<file path="config.mk">
export PLATFORM = sky130hd
export DESIGN_NAME = regfile_wb_arbiter
export DESIGN_NICKNAME = d
export VERILOG_FILES = /design/src/rtl/regfile_wb_arbiter.sv
export SDC_FILE = /design/constraint.sdc
export NUM_CORES = 1
export LEC_CHECK = 0
export BUFFER_PORTS_ARGS = -buffer_cell sky130_fd_sc_hd__buf_2
export CAP_MARGIN = 20
export CORE_ASPECT_RATIO = 0.8
export CORE_MARGIN = 1
export CORE_UTILIZATION = 30
export DETAILED_ROUTE_END_ITERATION = 10
export SLEW_MARGIN = 15
export SYNTH_ARGS = -nofsm -noshare
export SYNTH_HDL_FRONTEND = slang
export SYNTH_SLANG_ARGS = --single-unit
</file>
<file path="constraint.sdc">
create_clock -name clk -period 3.3 [get_ports clk]
set_input_delay 0.66 -clock clk [delete_from_list [all_inputs] [get_ports clk]]
set_output_delay 0.66 -clock clk [all_outputs]
set_load 0.01 [all_outputs]
</file>
<file path="src/rtl/regfile_wb_arbiter.sv">
// regfile_wb_arbiter: round-robin share of the register-file write port
// between writeback sources, plus a busy scoreboard for RAW hazard stalls.
module regfile_wb_arbiter #(
  parameter int WIDTH      = 32,
  parameter int ADDR_SPACE = 5,
  parameter int REG_AMOUNT = 32,
  parameter int NUM_REQ    = 3
) (
  input  logic                          clk,
  input  logic                          rst_n,
  input  logic [NUM_REQ-1:0]            req_valid,
  input  logic [NUM_REQ*ADDR_SPACE-1:0] req_addr,
  input  logic [NUM_REQ*WIDTH-1:0]      req_data,
  output logic [NUM_REQ-1:0]            req_ready,
  input  logic                          issue_en,
  input  logic [ADDR_SPACE-1:0]         issue_addr,
  output logic [REG_AMOUNT-1:0]         busy,
  output logic                          wr_en,
  output logic [ADDR_SPACE-1:0]         wr_addr,
  output logic [WIDTH-1:0]              wr_data
);

  localparam int PTR_W = $clog2(NUM_REQ);
  localparam logic [REG_AMOUNT-1:0] R0_MASK =
    {{(REG_AMOUNT-1){1'b1}}, 1'b0};

  typedef logic [PTR_W-1:0] ptr_t;

  ptr_t                  ptr;
  ptr_t                  ptr_nxt;
  ptr_t                  gnt_idx;
  logic [NUM_REQ-1:0]    gnt;
  logic                  xfer;
  logic                  wr_go;
  int                    idx;
  logic [ADDR_SPACE-1:0] sel_addr;
  logic [WIDTH-1:0]      sel_data;
  logic [REG_AMOUNT-1:0] set_mask;
  logic [REG_AMOUNT-1:0] clr_mask;
  logic [REG_AMOUNT-1:0] busy_nxt;

  // First valid requester at or after ptr, wrapping modulo NUM_REQ.
  always_comb begin
    gnt     = '0;
    gnt_idx = '0;
    xfer    = 1'b0;
    idx     = 0;
    for (int k = 0; k < NUM_REQ; k++) begin
      idx = int'(ptr) + k;
      if (idx >= NUM_REQ)
        idx = idx - NUM_REQ;
      if (!xfer && req_valid[idx]) begin
        xfer     = 1'b1;
        gnt[idx] = 1'b1;
        gnt_idx  = ptr_t'(idx);
      end
    end
  end

  assign req_ready = gnt;

  assign sel_addr =
    req_addr[int'(gnt_idx)*ADDR_SPACE +: ADDR_SPACE];
  assign sel_data =
    req_data[int'(gnt_idx)*WIDTH +: WIDTH];

  assign wr_go = xfer && (sel_addr != '0);

  always_comb begin
    ptr_nxt = ptr;
    if (xfer) begin
      if (gnt_idx == ptr_t'(NUM_REQ-1))
        ptr_nxt = '0;
      else
        ptr_nxt = gnt_idx + 1'b1;
    end
  end

  // Set is applied after clear so a same-cycle reissue stays busy.
  always_comb begin
    set_mask = '0;
    clr_mask = '0;
    if (issue_en && issue_addr != '0)
      set_mask = REG_AMOUNT'(1) << issue_addr;
    if (wr_go)
      clr_mask = REG_AMOUNT'(1) << sel_addr;
    busy_nxt = ((busy & ~clr_mask) | set_mask) & R0_MASK;
  end

  always_ff @(posedge clk or negedge rst_n) begin
    if (!rst_n) begin
      ptr     <= '0;
      busy    <= '0;
      wr_en   <= 1'b0;
      wr_addr <= '0;
      wr_data <= '0;
    end else begin
      ptr   <= ptr_nxt;
      busy  <= busy_nxt;
      wr_en <= wr_go;
      if (wr_go) begin
        wr_addr <= sel_addr;
        wr_data <= sel_data;
      end
    end
  end

endmodule
</file>
### After elaboration in Yosys (flattened, before gate mapping)

Cells that the tools add are included.

| word-level totals | value |
|---|---|
| register bits | 71 |
| input port bits | 122 |
| output and inout port bits | 73 |
| word-level logic and storage cells | 72 |

| operators by class | value |
|---|---|
| add/subtract/negate cells | 6 |
| multiply operators | 1 |
| $lt $le $gt $ge | 9 |
| equality and inequality tests | 1 |
| shift operators | 4 |
| muxes and demuxes | 30 |
| bitwise logic cells | 5 |
| reduce and logical (&&, ||, !) cells | 11 |

Operator list:

| operator | count |
|---|---|
| two-way mux 32 bit | 5 |
| greater-or-equal comparator 32 x 1 -> 1 bit, second input constant | 3 |
| < comparator 32 x 4 -> 1 bit, second input constant | 3 |
| variable part select 96 x 8 -> 32 bit | 1 |
| left shift 1 x 5 -> 32 bit, first input constant | 2 |
| bitwise AND 32 bit | 1 |
| NOT 32 bit | 1 |
| OR 32 bit | 1 |
| variable part select 15 x 6 -> 5 bit | 1 |
| two-way mux 1 bit | 12 |
| nonzero test 5 bit | 2 |
| two-way mux 3 bit | 3 |
| two-way mux 2 bit | 4 |
| subtractor 3 x 2 -> 4 bit, second input constant | 2 |
| logical AND 1 bit | 7 |
| binary-select mux 1 bit (select 2 bit) | 3 |
| demux 1 bit (select 2 bit) | 3 |
| greater-or-equal comparator 3 x 2 -> 1 bit, second input constant | 2 |
| OR 3 bit | 2 |
| multiplier 2 x 3 -> 5 bit, second input constant | 1 |
| adder 2 x 1 -> 3 bit, second input constant | 1 |
| adder 2 x 2 -> 3 bit, second input constant | 1 |
| subtractor 2 x 2 -> 3 bit, second input constant | 1 |
| adder 2 x 1 -> 2 bit, second input constant | 1 |
| other kinds (3) | 4 |

### Logic depth before layout (Yosys ltp)

Gate-level depths: netlist (run 1).

| depth | value |
|---|---|
| depth after elaboration | 20 |
| gate-level depth with buffers | 13 |
| gate-level depth less buffers | 10 |

### Worst setup path before layout (run 1)

No wires, ideal clock.

| timing | value |
|---|---|
| path type | reg-to-reg |
| from | register ptr[0] |
| to | register wr_data[10] |
| setup time | 0.127 ns |
| data arrival time | 3.075 ns |
| data required time | 3.173 ns |
| slack | 0.098 ns |
| cell stages (with the launch flop) | 13 |
| buffers on the path | 2 |
| period minus slack after synthesis | 3.202 ns |
| cell sequence | dfrtp_1 inv_1 ha_1 buf_4 nor2b_1 o2111ai_2 nand3_1 and3_1 a211oi_4 o21ai_1 o31ai_4 buf_6 mux2_1 |

| between the ends | value |
|---|---|
| longest elaborated chain between the ends | 16 |
| elaborated cells between the ends (all ways) | 35 |
| those cells by class | add/sub (5); mul (1); order compare (3); shift (2); mux (18); reduce/logical (6) |

Ends and longest elaborated chain:

| what | line | RTL |
|---|---|---|
| start, declared | 29 | `ptr_t ptr;` |
| start signal, assigned | 98 | `ptr <= ptr_nxt;` |
| branches (longest 16 deep; another with multiplier 2 x 3 -> 5 bit) | -- |  |
| end signal, assigned | 103 | `wr_data <= sel_data;` |
| end, declared | 20 | `output logic [WIDTH-1:0] wr_data` |

Parallel ways; which one is timed is not known. The select of a mux whose other input is x is not followed.
A chain may end at the register's enable or synchronous reset.

### Worst setup path after layout (run 1)

| timing | value |
|---|---|
| from | register ptr[0] |
| to | register wr_data[11] |

The elaborated chain is that of the path after synthesis.

==> results of run 1 <==
[worst max-delay path, stage by stage (launching register included)]
cell and delay (ps):
sky130_fd_sc_hd__dfrtp_1 380, sky130_fd_sc_hd__buf_4 150, sky130_fd_sc_hd__ha_4 190, sky130_fd_sc_hd__mux2_4 320
sky130_fd_sc_hd__o41ai_4 300, sky130_fd_sc_hd__a22oi_2 160, sky130_fd_sc_hd__and3_4 210, sky130_fd_sc_hd__a211oi_4 270
sky130_fd_sc_hd__o21ai_2 130, sky130_fd_sc_hd__o31ai_4 290, sky130_fd_sc_hd__buf_4 170, sky130_fd_sc_hd__clkbuf_16 160
sky130_fd_sc_hd__mux2_1 330
[metal layers]
| layer | vias to the layer above | share of wire [%] | GRT usage (%) | wire length [um] |
|---|---|---|---|---|
| met5 | - | 0 | 0 | 0 |
| met4 | 0 | 1.3 | 4.90 | 173 |
| met3 | 15 | 7.0 | 4.45 | 952 |
| met2 | 171 | 49 | 32.0 | 6570 |
| met1 | 2024 | 43 | 22.7 | 5840 |
| li1 | 2030 | - | - | - |
[metrics by stage]
step / setup TNS [ps] / hold WS (ps)
after CTS: 0 / 487
after floorplan: 0 / 364
after detailed placement: -2850 / 475
after global placement: -299 / 469
final: 0 / 477
after global routing: -570 / 504
[logic make-up (layout without fill, tap and decap cells)]
group | Yosys count | after routing | share of synthesized area, %
compound gates | 141 | 141 | 22.5
fa+ha+maj | 4 | 4 | 1.18
flops | 71 | 71 | 42.0
mux | 71 | 71 | 18.1
other cells | 1 | 2 | 0.0887
simple gates | 92 | 92 | 11.4
buf+inv | 42 | 274 | 4.73
[power by group]
part	switching, mW	internal [mW]	total [mW]
registers	0.236	1.33	1.57
logic	2.62	2.29	4.91
clock network	0.365	0.624	0.989
[placed cells by master (no fill, tap or decap), types with 4 or more instances in the layout]
cell type,n
sky130_fd_sc_hd__a211oi_1,4
sky130_fd_sc_hd__dfrtp_1,71
sky130_fd_sc_hd__clkbuf_16,10
sky130_fd_sc_hd__nand2b_1,4
sky130_fd_sc_hd__o211ai_1,5
sky130_fd_sc_hd__nand3b_1,8
sky130_fd_sc_hd__buf_4,44
sky130_fd_sc_hd__a21oi_1,4
sky130_fd_sc_hd__nor2_1,8
sky130_fd_sc_hd__mux2_2,5
sky130_fd_sc_hd__o21ai_0,74
sky130_fd_sc_hd__nand2_1,41
sky130_fd_sc_hd__inv_1,16
sky130_fd_sc_hd__o31ai_1,10
sky130_fd_sc_hd__mux2_1,27
sky130_fd_sc_hd__nand3_1,5
sky130_fd_sc_hd__o41ai_1,6
sky130_fd_sc_hd__mux2i_1,35
sky130_fd_sc_hd__o221ai_1,6
sky130_fd_sc_hd__buf_2,193
[cell type report]
type	count	share of cell area, %
inverters	17	1.03
repair buffers	241	22.0
clock buffers	11	4.08
well taps	180	3.63
flip-flops and latches	71	28.7
clock inverters	5	0.908
diodes	1	0.0404
multi-input cells	309	39.6
[sequential cells by signal, summed over array words and instances, names as in the netlist]
register  count
busy         31
ptr           2
wr_addr       5
wr_data      32
wr_en         1
[timing repair]
action,CTS,global route
setup endpoints to repair,43,62
pin swaps,0,7
gates cloned,0,1
gates resized for setup,6,30
setup buffers,0,14
[worst max path at each step]
stage               startpoint  cells past startpoint          end  slack (ps)
floorplan               ptr[0]                     12  wr_data[10]         100
global placement        ptr[0]                     11     busy[28]        -100
detailed placement      ptr[0]                     11     busy[29]        -130
CTS                     ptr[0]                     12   wr_data[2]          10
global route            ptr[0]                     13     busy[21]         -40
finish                  ptr[0]                     12  wr_data[11]         110
==> summary by stage, run 1 <==
Status
The flow ran to the end, and the final reports show no timing, DRC or antenna violations.

Die
The floorplan step set the die width to roughly 130 um. The area enclosed by the die boundary is approximately 15000 um2. From bottom edge to top edge, the die measures between 100 and 150 um.

The core area is approximately 14000 um2. The starting density of the core is approximately 31%. The number of core rows is 38.

In this run the count of I/O pins placed on the die edge is 195.

Place
The pre-CTS setup slack is -132 ps. The sum of net half-perimeters after detailed placement is 10100 um. The routability congestion estimate from global placement is 0.869. The placed instances occupy a cell area of between 5000 and 6000 um2. The count of placed standard cells including taps is approximately 800. Port buffering added about 190 buffers.

Synth
The flip-flop cell with the highest count after synthesis is sky130_fd_sc_hd__dfrtp_1. Summing every instance area after synthesis gives roughly 4200 um2. In the synthesized netlist, the cells that appear most often are 74 x sky130_fd_sc_hd__o21ai_0, 71 x sky130_fd_sc_hd__dfrtp_1, 42 x sky130_fd_sc_hd__nand2_1. The number of synthesized flops with an enable pin is 0. The average footprint of a synthesized cell is 10.0 um2. Counting flops with an async set or reset pin after synthesis yields a share of 100%. The synthesized instance count is 422. For this run, the number of Yosys warnings is 0. The net count of the mapped netlist is between 500 and 600. The number of different library cells used by synthesis comes to 57.

After synthesis, the largest area contributor takes up between 40% and 50% of total cell area. In this run, synthesis produced a sequential element count of 71. Summed over all instances, the cell type with the most area after synthesis is sky130_fd_sc_hd__dfrtp_1. The most common cell in the synthesized netlist is sky130_fd_sc_hd__o21ai_0. The share of synthesized area occupied by flip-flops and latches is a little over two fifths. Yosys attributes the largest share of cell area to sky130_fd_sc_hd__dfrtp_1 42%, sky130_fd_sc_hd__mux2i_1 8.8%, sky130_fd_sc_hd__o21ai_0 8.8%, sky130_fd_sc_hd__mux2_1 7.2%, sky130_fd_sc_hd__nand2_1 3.7%.

Timing
The number of hold-slack violations in the final timing report came to 0. The number of max-slew violations in the final report is 0. The transition time at the pin with the least slew margin is about 900 ps. The worst slew margin relative to its limit is 39.8%. The final critical-path setup slack is between 100 and 150 ps. Timing would allow up to 314 MHz. The number of endpoints failing setup at the final stage is 0.

The time the worst path needs with I/O delays and setup is roughly 3200 ps. The clock arrives with between 5 and 6 ps of skew. The period utilization is approximately 97%.

Worst setup path
The startpoint kind of the worst setup timing path is a register. The endpoint identified for the worst register-to-register timing path is wr_data[11]. The critical path is of the register to register type.

The flop-to-flop setup slack is 110 ps. The count of cells along the worst register-to-register path is 12. For the worst setup path, the data arrival time is between 3000 and 4000 ps. In this run the worst path has a maximum fanout of 12. The startpoint identified for the worst register-to-register timing path is ptr[0]. STA classifies the critical path endpoint as a register. STA puts the critical path data required time at around 3500 ps.

Power
The peak supply drop is between 500 and 600 uV. Overall power consumption after layout is estimated at about 7.5 mW. The leakage component of the power is 3.02 nW.

The total power per unit cell area is roughly 1200 nW/um2.

Clock tree
TritonCTS built the clock tree. The number of clock buffers added by TritonCTS is 9. The later pin in the worst-skew pair is clocked with a latency of approximately 340 ps. Clock tree synthesis found a total of around 70 sinks. The number of hold buffers added after CTS was 0.

The tree is rooted in a sky130_fd_sc_hd__clkbuf_16. The H-tree was split into 3 levels. The number of buffers on the longest clock path is 2. Clock-pin slew was measured on the worst setup and hold paths at ~60 ps.

Min path
The number of cells traversed by the worst hold path is 1. The destination of the worst hold path is wr_addr[3]. The worst hold path begins at wr_addr[3]. The worst hold path class is register to register.

GRT
The first-pass GRT wire length is 20600 um. The via count of the first global-routing pass came to 4116. The initial antenna violation count is 0. The maximum number of pins on one net before global-route repair is just over 70.

Global routing used between 10% and 20% of the available tracks. The total grt overflow is 0.

Layout
The share of cells above drive strength 1 is a little under half. Once layout is complete, the utilization of the core stands at between 40 and 50%. The area taken by flip-flops and latches is roughly 1800 um2. The area occupied by multi-input gates is 2460 um2. The summed area of non-filler cells in the final layout is between 6000 and 7000 um2. The filler cells instantiated in the layout total ~1300.

The number of nets in the layout is between 700 and 800. The area overhead of the layout relative to synthesis is 46.6%. The final cell count without fillers is between 800 and 900.

Drt
The number of search-and-repair iterations in the first detailed-routing pass is 5. The average wire per standard cell is about 16 um. In this run, the number of DRC markers left after iteration 0 of detailed routing was approximately 140. The sum of routed wire length over all layers is 13500 um. Summing over every cut layer, the via total after detailed routing is between 4000 and 5000. The count of unresolved DRC violations after routing is 0.

The post-detailed-route count of antenna-violating nets is 0. The vias per cell is around 5.1.

Run
The tool flagged a number of max-cap violations equal to 0.
No activity file was read; power rests on OpenSTA's default activity.
==> run 2, diff against run 1 <==
==> constraint.sdc (replaced) <==
create_clock -name clk -period 3.3 [get_ports clk]
set_input_delay 0.66 -clock clk [delete_from_list [all_inputs] [get_ports clk]]
set_output_delay 0.66 -clock clk [all_outputs]
set_load 0.1 [all_outputs]
==> run 2 against run 1 <==
  * Register-to-register slack hardly changed
  * Critical path type unchanged
  * Via count is 0.64% lower
  * Worst setup slack worse by 4.3 ps
  * Critical path depth is 1 higher
  * Critical endpoint is now wr_data[6]
  * Die area stayed put
  * First-iteration DRC count is 58% higher
  * Core utilization is 1.0 points lower
  * Non-clock buffer count is 9 lower
==> summary by stage, run 2 (synthesis results as in run 1) <==
Min path
The worst hold path class is input pin to async pin.

Die
The number of core rows is 38. The die covers 14600 um2. The die span in x is between 100 and 150 um. The floorplan step set the die height to ~110 um. The core region is around 14000 um2. The number of top-level pins is 195. Once the floorplan was initialized, standard cells occupied 31.0% of the core.

GRT
The total grt overflow is 0. The met1 track demand over resource in global routing is 21.9%. Across every metal layer, demand over resource in global routing totals between 10% and 20%.

The maximum number of pins on one net before global-route repair is 65. met2 is the most crowded layer. The initial antenna violation count was 0. The via count of the first global-routing pass came to roughly 4100. For this run, global-route usage on met3 was measured as 4.41%.

The first-pass GRT wire length is 20500 um. The met2 track demand over resource is about a third.

Timing
For the pin with the worst max-slew slack, the measured transition is slightly above 700 ps. Across the routed clock network, the largest skew measured is about 7.4 ps. Setup violations remaining at the end of the flow were counted as 0. Based on the critical path, the design can be clocked at up to 313 MHz. The period utilization is between 90% and 100%. Summed over all failing endpoints, the final setup total negative slack is 0 ps.

The worst path needs between 3000 and 4000 ps of the cycle, external delays included. The worst slew margin relative to its limit is between 50% and 60%. The number of hold-slack violations in the final timing report is 0. The number of max-slew violations in the final report is 0.

Clock tree
The clock tree from TritonCTS is built. The number of H-tree levels is 3. The insertion delay to the later sink of the worst-skew pair is ~330 ps.

The clock buffer count from CTS is 9. The longest clock path from root to sink contains 2 buffers. Clock-pin slew was measured on the worst setup and hold paths at around 60 ps. Hold repair after CTS inserted 0 buffers.

The root buffer cell is sky130_fd_sc_hd__clkbuf_16. The number of clock sinks is 71.

Drt
In this run the remaining antenna-violating nets after routing total 0. After detailed routing, the number of vias per cell comes to 5.11. After the first detailed-routing iteration, the DRC count stood at about 220. The routed layout has around 4200 vias. After detailed routing, the number of remaining DRC violations is 0. For this run, the detailed router's first-pass iteration total came to 5. The sum of routed wire length over all layers is 13600 um. The average wire per standard cell is around 16 um.

Worst setup path
The count of cells along the worst register-to-register path is 13. At the worst endpoint, the arrival time is around 3400 ps. Across all register-to-register paths, the minimum setup slack is 110 ps. The end point of the critical path is wr_data[6]. The critical path starts at ptr[1]. The element type at the critical path end is a register. The setup path with the least slack is of type register to register.

The worst register-to-register path begins at ptr[1]. The endpoint of the lowest-slack register-to-register path is wr_data[6]. The worst endpoint required time is 3510 ps. The startpoint kind of the worst setup timing path is a register.

Along the worst path, the maximum fanout reaches 13.

Layout
The area taken by flip-flops and latches is 1780 um2. Counting flops per register, the top entry is wr_data. The repair_antennas step left the layout with diodes totalling 0. The area growth from synthesis to layout is 43.3%.

The number of nets in the layout is 766. In the final layout, the share of cells above drive strength 1 is 44.7%. The flip-flop count of the largest register after layout is 32.

The area occupied by multi-input gates is between 2000 and 2500 um2. The leading cell type in the layout, fill and taps excluded is sky130_fd_sc_hd__buf_2. In the layout the commonest cells are 193 x sky130_fd_sc_hd__buf_2, 74 x sky130_fd_sc_hd__o21ai_0, 71 x sky130_fd_sc_hd__dfrtp_1. The largest registers in the layout are wr_data x32, busy x31, wr_addr x5. The number of inserted filler cells in the final layout is about 1400.

Place
The HPWL after detailed placement is 10500 um. The count of input and output buffers is a little under 200. At the end of routability-driven placement, the weighted congestion stood at roughly 0.98.

Status
The flow ran to the end, and the final reports show no timing, DRC or antenna violations.

Run
The reported max-cap violation count is 0.
run 2: cell count changes in the layout (fill, tap and decap cells not counted), moves of 2 or more:
cell                      previous run  this run
sky130_fd_sc_hd__a21o_4              2         0
sky130_fd_sc_hd__a21oi_2             2         4
sky130_fd_sc_hd__buf_12              1         3
sky130_fd_sc_hd__buf_4              44        32
sky130_fd_sc_hd__mux2i_1            35        37
sky130_fd_sc_hd__nor2b_2             0         2
sky130_fd_sc_hd__nor2b_4             2         0
run 2: repair_timing:
action,CTS,global route
hold endpoints to repair,0,0
buffers inserted,0,9
setup endpoints to repair,33,60
pin swaps,0,5
resized for setup,6,17
cloned,0,1
run 2: worst min-delay path by stage:
stage	from	to	slack (ps)	cells past startpoint
after floorplan	rst_n	busy[10]	360	0
after global placement	wr_addr[3]	wr_addr[3]	470	1
after detailed placement	wr_data[11]	wr_data[11]	480	1
after CTS	rst_n	wr_en	400	1
after global routing	rst_n	wr_en	450	1
final	rst_n	wr_en	380	1
run 2: through the flow:
step                      instances  setup slack, ps  hold WS [ps]  instance area (um2)  util (%)
final                           824              110           384                 6060      44.4
after global routing            824            -14.0           448                 6060      44.4
after CTS                       814             22.4           404                 5870      43.0
after detailed placement        799            -96.8           475                 5550      40.6
after global placement          799            -20.3           465                 5550      40.6
after floorplan                 422             97.1           364                 4240         -
run 2: layout make-up:
type | instances | area share [%]
multi-input cells | 309 | 39.1
clock buffers | 10 | 3.94
repair buffers | 232 | 21.9
well taps | 180 | 3.72
flip-flops and latches | 71 | 29.3
clock inverters | 5 | 0.970
inverters | 17 | 1.05
run 2: critical path: stages (launching register included):
cell,delay [ps]
sky130_fd_sc_hd__dfrtp_1,390
sky130_fd_sc_hd__buf_4,150
sky130_fd_sc_hd__ha_4,320
sky130_fd_sc_hd__nand3b_1,120
sky130_fd_sc_hd__nor2b_2,220
sky130_fd_sc_hd__a21o_2,210
sky130_fd_sc_hd__o21ai_4,120
sky130_fd_sc_hd__buf_4,170
sky130_fd_sc_hd__a221oi_4,320
sky130_fd_sc_hd__o21ai_2,130
sky130_fd_sc_hd__o31ai_4,260
sky130_fd_sc_hd__buf_4,160
sky130_fd_sc_hd__clkbuf_16,160
sky130_fd_sc_hd__mux2_1,330
run 2: layer usage:
metal  share of wire, %  vias to the layer above
met5                  0                        -
met4                1.1                        0
met3                8.0                       13
met2                 49                      195
met1                 42                     2008
li1                   -                     1997
Power of run 2 is not shown: default switching activity piles up to over one toggle a cycle in this logic, so the estimate is an artifact.
